<file path="src/rtl/instr_fetch_ctrl.sv">
// instr_fetch_ctrl: instruction fetch sequencer for a byte-wide, big-endian,
// 1-cycle-latency synchronous instruction memory.
// - Issues four byte reads per instruction.
// - Assembles the 32-bit word, most significant byte at the lowest address.
// - Hands the word to decode over a valid/ready handshake.
// - Owns the PC and applies redirects (pc_load) and halt.
// Optional build macro FETCH_STATS_EN adds fetch_count / redirect_count outputs.
module instr_fetch_ctrl #(
  parameter int          ADDR_W   = 8,
  parameter logic [31:0] RESET_PC = 32'h0000_0000
) (
  input  logic              clk,
  input  logic              rst_n,
  input  logic              halt,
  input  logic              pc_load,
  input  logic [31:0]       pc_target,
  output logic              mem_rd_en,
  output logic [ADDR_W-1:0] mem_addr,
  input  logic [7:0]        mem_rdata,
  output logic              instr_valid,
  input  logic              instr_ready,
  output logic [31:0]       instr,
  output logic [31:0]       instr_pc,
  output logic              busy,
`ifdef FETCH_STATS_EN
  output logic [31:0]       fetch_count,
  output logic [15:0]       redirect_count,
`endif
  output logic              align_err
);

  typedef enum logic [1:0] {IDLE, FETCH, HOLD} state_t;

  state_t      state, state_nxt;
  logic [31:0] pc;
  logic [2:0]  issue_cnt;  // 0..3 = reads still to issue, 4 = all issued
  logic [1:0]  cap_cnt;    // which byte lane the next returned byte fills
  logic        cap_en;     // a byte for the current fetch arrives this cycle
  logic        xfer;
  logic        last_cap;

  assign xfer     = instr_valid && instr_ready;
  assign last_cap = cap_en && (cap_cnt == 2'd3);

  // State register.
  always_ff @(posedge clk or negedge rst_n) begin
    // NOTE: sequential state uses non-blocking assignments so every register
    // samples pre-edge values regardless of block ordering.
    if (!rst_n) state <= IDLE;
    else        state <= state_nxt;
  end

  // Next-state logic and memory request outputs.
  always_comb begin
    // NOTE: every output gets a default first so no path can infer a latch.
    state_nxt = state;
    mem_rd_en = 1'b0;
    mem_addr  = '0;
    busy      = 1'b0;
    unique case (state)
      IDLE: if (!halt) state_nxt = FETCH;
      FETCH: begin
        busy = 1'b1;
        if (!issue_cnt[2]) begin
          mem_rd_en = 1'b1;
          mem_addr  = pc[ADDR_W-1:0] + ADDR_W'(issue_cnt[1:0]);
        end
        if (last_cap) state_nxt = HOLD;
      end
      HOLD: if (xfer) state_nxt = halt ? IDLE : FETCH;
      default: state_nxt = IDLE;
    endcase
    // A redirect restarts from any state; halt only decides whether it waits.
    if (pc_load) state_nxt = halt ? IDLE : FETCH;
  end

  // PC, issue/capture counters, word assembly and handshake register.
  always_ff @(posedge clk or negedge rst_n) begin
    // NOTE: the assembled word and its PC are reset too, because they are
    // visible outputs that must read 0 while in reset.
    if (!rst_n) begin
      pc          <= RESET_PC;
      issue_cnt   <= '0;
      cap_cnt     <= '0;
      cap_en      <= 1'b0;
      instr_valid <= 1'b0;
      instr       <= '0;
      instr_pc    <= '0;
      align_err   <= 1'b0;
    end else begin
      align_err <= pc_load && (pc_target[1:0] != 2'b00);
      // A byte requested in the redirect cycle belongs to the aborted fetch.
      cap_en    <= mem_rd_en && !pc_load;
      if (pc_load) begin
        pc          <= {pc_target[31:2], 2'b00};
        issue_cnt   <= '0;
        cap_cnt     <= '0;
        instr_valid <= 1'b0;
      end else begin
        if (mem_rd_en) issue_cnt <= issue_cnt + 3'd1;
        if (cap_en) begin
          unique case (cap_cnt)
            2'd0: instr[31:24] <= mem_rdata;
            2'd1: instr[23:16] <= mem_rdata;
            2'd2: instr[15:8]  <= mem_rdata;
            2'd3: instr[7:0]   <= mem_rdata;
            default: ;
          endcase
          cap_cnt <= cap_cnt + 2'd1;
          if (last_cap) begin
            instr_valid <= 1'b1;
            instr_pc    <= pc;
            issue_cnt   <= '0;
          end
        end
        if (xfer) begin
          instr_valid <= 1'b0;
          pc          <= pc + 32'd4;
        end
      end
    end
  end

`ifdef FETCH_STATS_EN
  // Transfer and redirect statistics.
  always_ff @(posedge clk or negedge rst_n) begin
    if (!rst_n) begin
      fetch_count    <= '0;
      redirect_count <= '0;
    end else begin
      if (xfer) fetch_count <= fetch_count + 32'd1;
      if (pc_load && (redirect_count != 16'hFFFF))
        redirect_count <= redirect_count + 16'd1;
    end
  end
`endif

endmodule
</file>
<file path="config.mk">
export PLATFORM = sky130hd
export DESIGN_NAME = instr_fetch_ctrl
export DESIGN_NICKNAME = d
export VERILOG_FILES = /design/src/rtl/instr_fetch_ctrl.sv
export SDC_FILE = /design/constraint.sdc
export NUM_CORES = 1
export LEC_CHECK = 0
export ABC_AREA = 1
export CAP_MARGIN = 25
export CORE_UTILIZATION = 51
export CTS_BUF_LIST = sky130_fd_sc_hd__clkbuf_2
export CTS_CLUSTER_SIZE = 25
export DETAILED_ROUTE_END_ITERATION = 10
export PLACE_DENSITY = 0.82
export SYNTH_ARGS = -nofsm -noshare
export SYNTH_HDL_FRONTEND = slang
export SYNTH_SLANG_ARGS = --single-unit
</file>
<file path="constraint.sdc">
create_clock -name clk -period 1.78 [get_ports clk]
set_input_delay 0.534 -clock clk [delete_from_list [all_inputs] [get_ports clk]]
set_output_delay 0.534 -clock clk [all_outputs]
set_load 0.03 [all_outputs]
</file>
Word-level counts from Yosys, hierarchy flattened
Cells that the tools add are included.
{"block": "word_totals", "ff_bits": 106, "inputBits": 45, "output_inout_bits": 76, "word_cells": 67}
{"block": "classes", "n_addsub": 4, "n_eq_ne": 8, "mux": 23, "n_bitwise": 1, "reduce_logical": 19}
{"cell": "two-way mux 32 bit", "count": 2}
{"cell": "adder 32 x 3 -> 32 bit, second input constant", "count": 1}
{"cell": "AND reduction 3 bit", "count": 6}
{"cell": "two-way mux 8 bit", "count": 2}
{"cell": "two-way mux 2 bit", "count": 6}
{"cell": "two-way mux 3 bit", "count": 4}
{"cell": "!= test 3 bit, second input constant", "count": 3}
{"cell": "adder 8 x 2 -> 8 bit", "count": 1}
{"cell": "two-way mux 1 bit", "count": 8}
{"cell": "== test 2 bit, second input constant", "count": 3}
{"cell": "case mux 2 bit (3 select lines)", "count": 1}
{"cell": "nonzero test 2 bit", "count": 3}
{"cell": "nonzero test 3 bit", "count": 2}
{"cell": "== test 2 x 1 -> 1 bit, second input constant", "count": 2}
{"cell": "logical AND 1 bit", "count": 4}
{"cell": "logical NOT 2 bit", "count": 2}
{"cell": "adder 3 x 1 -> 3 bit, second input constant", "count": 1}
{"cell": "adder 2 x 1 -> 2 bit, second input constant", "count": 1}
{"cell": "AND reduction 2 bit", "count": 1}
{"cell": "logical NOT 1 bit", "count": 1}
{"cell": "NOT 1 bit", "count": 1}

Logic depth before layout (Yosys ltp)
Gate-level depths: netlist of the first run.
{"block": "depth", "word_depth": 6, "depth_mapped": 10, "depth_no_buf": 10}

Worst setup path before layout of the first run
OpenSTA, ideal clock, no wires.
{"block": "synth_timing", "path_kind": "register to output", "from": "register state[1]", "to": "output mem_addr[0]", "arrival_ns": 2.000, "required_ns": 1.246, "slack_ns": -0.754, "path_stages_with_launch": 7, "path_buffers": 1, "path_cell_list": "dfrtp_1 > nor2_2 > inv_1 > nor2_1 > inv_1 > buf_2 > nor2_1"}
{"block": "synth_between", "elab_chain_len": 2}
{"item": "start: declaration", "line_no": "34", "source": "state_t state, state_nxt;"}
{"item": "start signal: assignment", "line_no": "50", "source": "else state <= state_nxt;"}
{"item": "== test 2 x 1 -> 1 bit", "line_no": "60", "source": "unique case (state)"}
{"item": "two-way mux 8 bit", "line_no": "60"}
{"item": "end: declaration", "line_no": "18", "source": "output logic [ADDR_W-1:0] mem_addr,"}
Every way passes these cells.

Worst setup path in the final report of the first run
{"block": "layout_timing", "from": "register state[0]", "to": "output mem_addr[0]"}
The elaborated chain is that of the path after synthesis.

==> impl_metrics.env, run 1 <==
export IMPL_outcome="finished, violations left"
export IMPL_failed_checks="negative setup slack"
export IMPL_synth_edf_count=0
export IMPL_first_global_vias=4785
export IMPL_wl_met2_mm=7.46
export IMPL_htree_levels=3
export IMPL_cts_root_buf="clkbuf_2"
export IMPL_critical_path_max_stage_delay_ns=0.47
export IMPL_routed_via_count=4980
export IMPL_cts_tree="done"
export IMPL_num_rows=35
export IMPL_critical_path_slowest_cell="dfrtp_1"
export IMPL_fillers=707
export IMPL_cts_buffers=9
export IMPL_number_of_iterations_in_the_first_detailed_routing_pass=5
export IMPL_preCtsSetupSlack_ns=-0.188
export IMPL_core_area_mm2=0.00933
export IMPL_wl_met3_mm=1.04
export IMPL_ant_nets=0
export IMPL_synth_largest_type_area_fraction=0.514
export IMPL_p_clk_frac=0.141
export IMPL_timing_critical_path_arrival_ns=1.82
export IMPL_timing_worst_setup_path_type="reg2out"
export IMPL_net_switching_power_uw=3130
export IMPL_floorplan_die_height_um=101
export IMPL_ys_ff_latch=102
export IMPL_total_power_uw=7580
export IMPL_setup_ws_ns=-0.571
export IMPL_power_switching_share=0.413
export IMPL_power_per_cell_area_mw_per_mm2=1070
export IMPL_finalCriticalPeriod_ns=2.35
export IMPL_power_ir_vdd_worst_mv=0.569
export IMPL_final_period_utilization=1.32
export IMPL_power_internal_uw=4450
export IMPL_ff_latch_area_mm2=0.00255
export IMPL_fin_util=0.759
export IMPL_die_width_um=101
export IMPL_num_nets_final=863
export IMPL_m1WireLength_mm=6.60
export IMPL_grt_overflow_total=0
export IMPL_final_layout_size_suffix_gt1_frac=0.265
export IMPL_floorplan_io_pins=121
export IMPL_wire_per_inst_um=16.3
export IMPL_worst_ep_required_time_ns=1.25
export IMPL_slew_viol_final=0
export IMPL_drtIter0Drc=237
export IMPL_dr_max_layer_used="met4"
export IMPL_timing_critical_path_from="state[0]"
export IMPL_clock_fmax_mhz=425
export IMPL_global_route_wire_length_before_repair_mm=23.6
export IMPL_worst_setup_hold_path_clk_slew_ns=0.31
export IMPL_die_area_mm2=0.0101
export IMPL_numPlacedInstances=871
export IMPL_ys_warn_count=0
export IMPL_async_reset_ff_frac=1.00
export IMPL_cellLeakagePower_uw=0.00356
export IMPL_seq_pwr_share=0.402
export IMPL_average_cell_area_after_synthesis_um2=8.01
export IMPL_post_drt_via_cell_ratio=5.27
export IMPL_setup_viol=10
export IMPL_timing_rr_start="pc[2]"
export IMPL_initial_utilization=0.532
export IMPL_finish_cell_count_without_fillers=945
export IMPL_endpoint_kind="output port"
export IMPL_yosys_cell_count_top_type="nand2_1"
export IMPL_dominantRegCellSynth="dfrtp_1"
export IMPL_post_route_drc_count=0
export IMPL_clkSinkCount=102
export IMPL_hold_path_class="in2async"
export IMPL_critPathMostFrequentCell="nor2_4"
export IMPL_yosys_cell_types_count=35
export IMPL_synth_commonest_cells="189 x nand2_1, 102 x dfrtp_1, 81 x o21ai_0"
export IMPL_synthDominantAreaCellType="dfrtp_1"
export IMPL_worst_skew_pair_late_latency_ns=0.58
export IMPL_grt_max_degree=59
export IMPL_timing_clock_skew_ns=0.0463
export IMPL_synth_cells=620
export IMPL_antenna_violations_before_repair=0
export IMPL_synth_yosys_seq_area_share=0.514
export IMPL_power_combinational_fraction=0.457
export IMPL_synth_cell_area_mm2=0.00496
export IMPL_setup_worst_path_start_class="register"
export IMPL_globalRouteTotalUtil=0.306
export IMPL_antenna_cells_inserted=0
export IMPL_place_gp_congestion=0.938
export IMPL_multi_input_area_mm2=0.00218
export IMPL_grt_setup_unrepaired="true"
export IMPL_totalWireLength_mm=15.4
export IMPL_regToRegEndpoint="pc[14]"
export IMPL_critical_path_max_fanout=12
export IMPL_synth_top_cells_by_area="dfrtp_1 51%, nand2_1 14%, o21ai_0 8.2%"
export IMPL_finalHoldViolCount=0
export IMPL_dp_final_hpwl_mm=10.6
export IMPL_crit_chain="inv_2 -> nor2_4 -> inv_2 -> nor2_4 -> inv_8 -> nor2_4 -> buf_6"
export IMPL_timing_reg2reg_setup_slack_ns=0.09
export IMPL_drv_cap=0
export IMPL_synthToLayoutAreaGrowth_pct=42.7
export IMPL_r2r_cells=8
export IMPL_max_clock_path_buffers=2
export IMPL_port_buffer_count=118
-- cell type report --
cell class,instances,area share
clock buffer,9,0.00636
clock inverter,6,0.00777
inverter,69,0.0376
multi-input combinational,427,0.307
sequential,102,0.360
tap,129,0.0228
timing repair buffer,203,0.258
-- metrics by stage --
step	setup TNS, ns	instance area (µm²)	hold slack [ns]
6_report	-5.29	7080	0.376
5_1_grt	-6.97	7080	0.352
4_1_cts	-5.34	6670	0.358
3_5_place_dp	-6.23	6510	0.472
3_3_place_gp	-3.73	6510	0.464
2_1_floorplan	-1.01	5060	0.238
-- sequential cells by signal, summed over array words and instances, names as in the netlist, 2 cells and up --
name	count
instr_pc	30
instr	32
issue_cnt	3
state	2
pc	30
cap_cnt	2
-- worst max path at each step --
stage	to	slack, ns	cells after the start
after global placement	instr[8]	-0.1	7
final	mem_addr[0]	-0.57	7
after detailed placement	state[0]	-0.19	7
after global routing	mem_addr[0]	-0.66	7
after floorplan	mem_addr[0]	-0.15	6
after CTS	mem_addr[0]	-0.51	7
-- repair_timing --
item	in CTS	in global routing
setup buffers	42	21
hold buffers	1	0
pin swaps	1	6
resized for setup	338	128
hold endpoints to repair	28	0
endpoints found under the setup margin	74	68
-- power by group through the flow --
stage	clock (µW)	sequential (µW)	combinational, µW
6_report	1070	3050	3460
5_1_grt	1170	3080	3660
4_1_cts	1070	2980	3040
3_5_place_dp	0	3060	2660
3_3_place_gp	0	3040	2570
2_1_floorplan	0	3540	1080
-- routing by layer --
layer / track usage / vias up
li1: - / 2348
met1: 0.409 / 2400
met5: 0 / -
met3: 0.0541 / 36
met4: 0.135 / 0
met2: 0.492 / 196
-- critical path, delay by kind of cell (launching register included) --
kind | cells | cell delay [ns]
buffers and inverters | 4 | 0.36
flip-flops | 1 | 0.47
AND/OR/NAND/NOR | 3 | 0.41
-- cells in the final DEF (no fill, tap or decap), types with 2 or more instances in the layout --
cell,n
nand4_1,2
buf_2,22
buf_4,83
inv_8,3
o21ai_1,2
inv_1,64
nor3_1,2
nand2_4,2
nand2_1,187
clkinvlp_4,2
xor2_1,7
dfrtp_1,101
nor2_4,17
inv_2,4
clkdlybuf4s50_1,43
clkbuf_2,9
clkinv_4,2
ha_1,5
buf_12,5
nor2_2,4
nor2_1,38
conb_1,2
nand3_2,2
buf_6,49
o21ai_0,79
o221ai_1,2
o21bai_1,5
o211ai_1,5
nand3_1,45
nand2_2,5
a21oi_1,3
-- kinds of logic (layout without fill, tap and decap cells) --
group / count (synthesis) / count (layout) / synth area share
AO/OA/AOI/OAI: 102 / 102 / 0.113
XOR/XNOR: 8 / 8 / 0.0141
adder cells (fa/ha/maj): 6 / 6 / 0.0151
buffers and inverters: 92 / 287 / 0.0743
flip-flops: 102 / 102 / 0.514
multiplexers: 1 / 1 / 0.00227
other: 1 / 2 / 0.000755
AND/OR/NAND/NOR: 308 / 308 / 0.267
No activity file was read; power rests on OpenSTA's default activity.
==> run 2: changes to the inputs <==
- ABC_CLOCK_PERIOD_IN_PS: not set -> 1780
- CORE_ASPECT_RATIO: not set -> 0.6
==> impl_metrics.env, run 2 (synthesis results as in run 1) <==
export IMPL_die_area_mm2=0.0101
export IMPL_critical_path_slowest_cell="dfrtp_1"
export IMPL_final_period_utilization=1.28
export IMPL_setup_viol=11
export IMPL_finalCriticalPeriod_ns=2.28
export IMPL_power_internal_uw=4430
export IMPL_clock_fmax_mhz=439
export IMPL_layout_common_cells="188 x nand2_1, 102 x dfrtp_1, 81 x o21ai_0, 72 x buf_6, 66 x buf_4"
export IMPL_setup_ws_ns=-0.498
export IMPL_floorplan_die_height_um=78.4
export IMPL_finalHoldViolCount=0
export IMPL_critical_path_max_stage_delay_ns=0.45
export IMPL_dp_final_hpwl_mm=10.8
export IMPL_endpoint_kind="output port"
export IMPL_grt_max_degree=55
export IMPL_first_global_vias=4528
export IMPL_net_switching_power_uw=3060
export IMPL_slew_viol_final=0
export IMPL_wire_per_inst_um=16.5
export IMPL_cts_buffers=9
export IMPL_post_drt_via_cell_ratio=5.28
export IMPL_critical_path_top_delay_family="flip-flops"
export IMPL_fin_util=0.755
export IMPL_htree_levels=3
export IMPL_power_ir_vdd_worst_mv=0.713
export IMPL_post_route_drc_count=0
export IMPL_max_clock_path_buffers=2
export IMPL_timing_clock_skew_ns=0.0424
export IMPL_antenna_cells_inserted=0
export IMPL_place_gp_congestion=0.941
export IMPL_critPathMostFrequentCell="nor2_4"
export IMPL_synthToLayoutAreaGrowth_pct=41.8
export IMPL_final_layout_size_suffix_gt1_frac=0.243
export IMPL_regToRegEndpoint="pc[18]"
export IMPL_finish_cell_count_without_fillers=931
export IMPL_setup_worst_path_start_class="register"
export IMPL_cellLeakagePower_uw=0.00348
export IMPL_timing_critical_path_buf_inv=4
export IMPL_worst_ep_required_time_ns=1.25
export IMPL_timing_rr_start="pc[2]"
export IMPL_number_of_iterations_in_the_first_detailed_routing_pass=5
export IMPL_globalRouteTotalUtil=0.306
export IMPL_cts_tree="done"
export IMPL_crit_chain="inv_2 -> nor2_4 -> inv_2 -> nor2_4 -> inv_4 -> nor2_4 -> buf_6"
export IMPL_timing_critical_path_from="state[0]"
export IMPL_timing_reg2reg_setup_slack_ns=0.16
export IMPL_core_area_mm2=0.00932
export IMPL_outcome="finished, violations left"
export IMPL_power_per_cell_area_mw_per_mm2=1060
export IMPL_top_regs="instr (32), instr_pc (30), pc (30)"
export IMPL_power_switching_share=0.408
export IMPL_layout_commonest_cell="nand2_1"
export IMPL_floorplan_io_pins=121
export IMPL_seq_pwr_share=0.412
export IMPL_global_route_wire_length_before_repair_mm=23.2
export IMPL_numPlacedInstances=871
export IMPL_largest_register_ffs=32
export IMPL_worst_path_stages=7
export IMPL_fin_hold_ws_ns=0.365
export IMPL_max_flop_register="instr"
export IMPL_power_combinational_fraction=0.450
export IMPL_fillers=645
export IMPL_timing_critical_path_arrival_ns=1.74
export IMPL_timing_worst_setup_path_type="reg2out"
export IMPL_drv_cap=0
export IMPL_worst_setup_hold_path_clk_slew_ns=0.31
export IMPL_clkSinkCount=102
export IMPL_failed_checks="negative setup slack"
export IMPL_crit_path_end="mem_addr[3]"
export IMPL_port_buffer_count=118
export IMPL_ant_nets=0
export IMPL_drtIter0Drc=496
export IMPL_grt_setup_unrepaired="true"
export IMPL_grt_overflow_total=0
export IMPL_cts_root_buf="clkbuf_2"
export IMPL_critical_path_max_fanout=4
export IMPL_p_clk_frac=0.138
export IMPL_initial_utilization=0.532
export IMPL_r2r_cells=8
export IMPL_die_width_um=129
export IMPL_routed_via_count=4919
export IMPL_preCtsSetupSlack_ns=-0.313
export IMPL_antenna_violations_before_repair=0
export IMPL_hold_path_class="in2async"
export IMPL_num_rows=27
export IMPL_totalWireLength_mm=15.3
export IMPL_worst_skew_pair_late_latency_ns=0.61
export IMPL_num_nets_final=848
## run 2: power groups by stage
stage	Clock [µW]	Sequential, µW	Combinational [µW]
after CTS	1050	3000	2970
after global routing	1130	3130	3590
after floorplan	0	3540	1080
after global placement	0	3040	2610
final	1040	3080	3370
after detailed placement	0	3060	2700
## run 2: per-layer routing
layer / up-vias / track usage / wire length [µm]
met5: - / 0 / 0
met4: 0 / 0.0424 / 181
met3: 20 / 0.0832 / 1590
met2: 244 / 0.438 / 6520
met1: 2326 / 0.470 / 7030
li1: 2329 / - / -
## run 2: cell type report
| class | count | area, µm² | share of cell area |
|---|---|---|---|
| repair buffers | 187 | 1830 | 0.260 |
| multi-input cells | 427 | 2120 | 0.301 |
| inverters | 69 | 267 | 0.0379 |
| clock inverters | 6 | 53.8 | 0.00764 |
| clock buffers | 9 | 45.0 | 0.00640 |
| flip-flops and latches | 102 | 2550 | 0.363 |
| repair inverters | 1 | 6.26 | 0.000889 |
| well taps | 130 | 163 | 0.0231 |
## run 2: how the worst min path moves through the flow
stage,cells after the start,slack (ns),end
finish,2,0.36,instr_pc[17]
global route,2,0.35,instr_pc[17]
CTS,2,0.35,instr_pc[21]
detailed placement,2,0.47,instr_pc[2]
global placement,2,0.47,instr[22]
floorplan,0,0.24,align_err
## run 2: per-stage QoR
stage	power [µW]	TNS [ns]	instance area, µm²
final	7490	-4.59	7040
after global routing	7850	-7.42	7040
after CTS	7020	-4.97	6650
after detailed placement	5770	-6.93	6490
after global placement	5650	-4.19	6490
after floorplan	4620	-1.01	5060
## run 2: timing repair
action,in CTS,in global routing
hold buffers,1,0
hold endpoints to repair,26,0
endpoints found under the setup margin,74,74
setup buffers,29,14
gates cloned,1,0
gates resized for setup,366,136
pin swaps,3,0
==> run 3: changes to the inputs <==
- CORE_MARGIN: not set -> 5
==> impl_metrics.env, run 3 (synthesis results as in run 1) <==
export IMPL_clkSinkCount=102
export IMPL_post_route_drc_count=0
export IMPL_timing_critical_path_arrival_ns=1.76
export IMPL_timing_critical_path_buf_inv=3
export IMPL_grt_setup_unrepaired="true"
export IMPL_antenna_violations_before_repair=0
export IMPL_grt_overflow_total=0
export IMPL_worst_ep_required_time_ns=1.25
export IMPL_totalWireLength_mm=16.7
export IMPL_finalSetupTns_ns=-4.67
export IMPL_critical_path_max_stage_delay_ns=0.48
export IMPL_numPlacedInstances=877
export IMPL_critPathMostFrequentCell="nor2_4"
export IMPL_hold_path_class="in2async"
export IMPL_place_gp_congestion=0.941
export IMPL_power_internal_uw=4330
export IMPL_final_layout_size_suffix_gt1_frac=0.247
export IMPL_setup_worst_path_start_class="register"
export IMPL_max_flop_register="instr"
export IMPL_number_of_iterations_in_the_first_detailed_routing_pass=6
export IMPL_finish_cell_count_without_fillers=935
export IMPL_fin_hold_ws_ns=0.317
export IMPL_layout_commonest_cell="nand2_1"
export IMPL_globalRouteTotalUtil=0.284
export IMPL_top_regs="instr (32), instr_pc (30), pc (30)"
export IMPL_setup_viol=20
export IMPL_critical_path_top_delay_family="flip-flops"
export IMPL_floorplan_io_pins=121
export IMPL_critical_path_slowest_cell="dfrtp_1"
export IMPL_total_power_uw=7420
export IMPL_p_clk_frac=0.148
export IMPL_setup_ws_ns=-0.511
export IMPL_finalHoldViolCount=0
export IMPL_power_ir_vdd_worst_mv=0.834
export IMPL_grt_max_degree=42
export IMPL_routed_via_count=4981
export IMPL_final_period_utilization=1.29
export IMPL_antenna_cells_inserted=0
export IMPL_core_area_mm2=0.00932
export IMPL_num_nets_final=851
export IMPL_die_width_um=137
export IMPL_power_per_cell_area_mw_per_mm2=1040
export IMPL_floorplan_die_height_um=86.4
export IMPL_critical_path_max_fanout=9
export IMPL_htree_levels=3
export IMPL_failed_checks="negative setup slack"
export IMPL_seq_pwr_share=0.417
export IMPL_cts_tree="done"
export IMPL_slew_viol_final=0
export IMPL_largest_register_ffs=32
export IMPL_timing_clock_skew_ns=0.0282
export IMPL_outcome="finished, violations left"
export IMPL_die_area_mm2=0.0119
export IMPL_worst_setup_hold_path_clk_slew_ns=0.28
export IMPL_worst_skew_pair_late_latency_ns=0.63
export IMPL_post_drt_via_cell_ratio=5.33
export IMPL_port_buffer_count=118
export IMPL_endpoint_kind="output port"
export IMPL_cts_buffers=9
export IMPL_cts_root_buf="clkbuf_2"
export IMPL_timing_worst_setup_path_type="reg2out"
export IMPL_drtIter0Drc=481
export IMPL_dp_final_hpwl_mm=11.9
export IMPL_cellLeakagePower_uw=0.00351
export IMPL_synthToLayoutAreaGrowth_pct=43.2
export IMPL_power_switching_share=0.416
export IMPL_net_switching_power_uw=3080
export IMPL_clock_fmax_mhz=437
export IMPL_fillers=658
export IMPL_finalCriticalPeriod_ns=2.29
export IMPL_wire_per_inst_um=17.8
export IMPL_layout_common_cells="188 x nand2_1, 102 x dfrtp_1, 81 x o21ai_0, 74 x buf_6, 67 x buf_4"
export IMPL_power_combinational_fraction=0.435
export IMPL_max_clock_path_buffers=2
export IMPL_crit_chain="nor2_4 -> inv_2 -> nor2_4 -> inv_8 -> nor2_4 -> buf_6"
export IMPL_ant_nets=0
export IMPL_drv_cap=0
export IMPL_first_global_vias=4820
export IMPL_num_rows=27
export IMPL_initial_utilization=0.532
export IMPL_preCtsSetupSlack_ns=-0.150
export IMPL_global_route_wire_length_before_repair_mm=25.7
## run 3: cell type report
type / count / area (µm²) / share of cell area
clock buffer: 9 / 45.0 / 0.00633
clock inverter: 7 / 66.3 / 0.00932
inverter: 69 / 267 / 0.0375
multi-input combinational: 427 / 2120 / 0.298
sequential: 102 / 2550 / 0.359
tap: 130 / 163 / 0.0229
timing repair buffer: 191 / 1900 / 0.267
## run 3: worst reg2reg max path, stage by stage (launching register included)
cell and delay, ns:
dfrtp_1 0.53, nand2_1 0.10, nor2_1 0.27, nand2_1 0.15, nor2_4 0.22, xor2_1 0.21, o21bai_1 0.09
## run 3: path summary, 6_finish.rpt
check	from	endpoint	slack, ns	cells past startpoint
worst max-delay path	state[1]	mem_addr[1]	-0.51	6
worst min-delay path	rst_n	instr[0]	0.32	2
worst max register to register	pc[11]	pc[15]	0.15	6
worst min register to register	issue_cnt[2]	cap_en	0.55	1
max in group asynchronous	rst_n	pc[24]	0.78	3
min in group clk	pc_target[23]	pc[23]	0.41	3
## run 3: power by group through the flow
stage | Combinational [µW] | Sequential, µW | Clock, µW
6_report | 3230 | 3090 | 1100
3_3_place_gp | 2620 | 3040 | 0
3_5_place_dp | 2700 | 3060 | 0
2_1_floorplan | 1080 | 3540 | 0
4_1_cts | 3050 | 3060 | 1110
5_1_grt | 3450 | 3130 | 1220
## run 3: stage by stage
step / utilization / cell area (µm²)
3_5_place_dp: 0.703 / 6560
6_report: 0.763 / 7110
2_1_floorplan: - / 5060
4_1_cts: 0.748 / 6970
3_3_place_gp: 0.703 / 6560
5_1_grt: 0.763 / 7110
## run 3: metal layers
metal	part of all wire	track usage	vias up
met4	0.015	0.0707	0
li1	-	-	2332
met1	0.45	0.415	2360
met3	0.10	0.0911	27
met2	0.43	0.412	262
met5	0	0	-
## run 3: timing repair
item	CTS	global route
pin swaps	2	0
setup endpoints to repair	74	74
buffers inserted	24	18
gates resized for setup	458	4
hold endpoints to repair	20	0
hold buffers	1	0
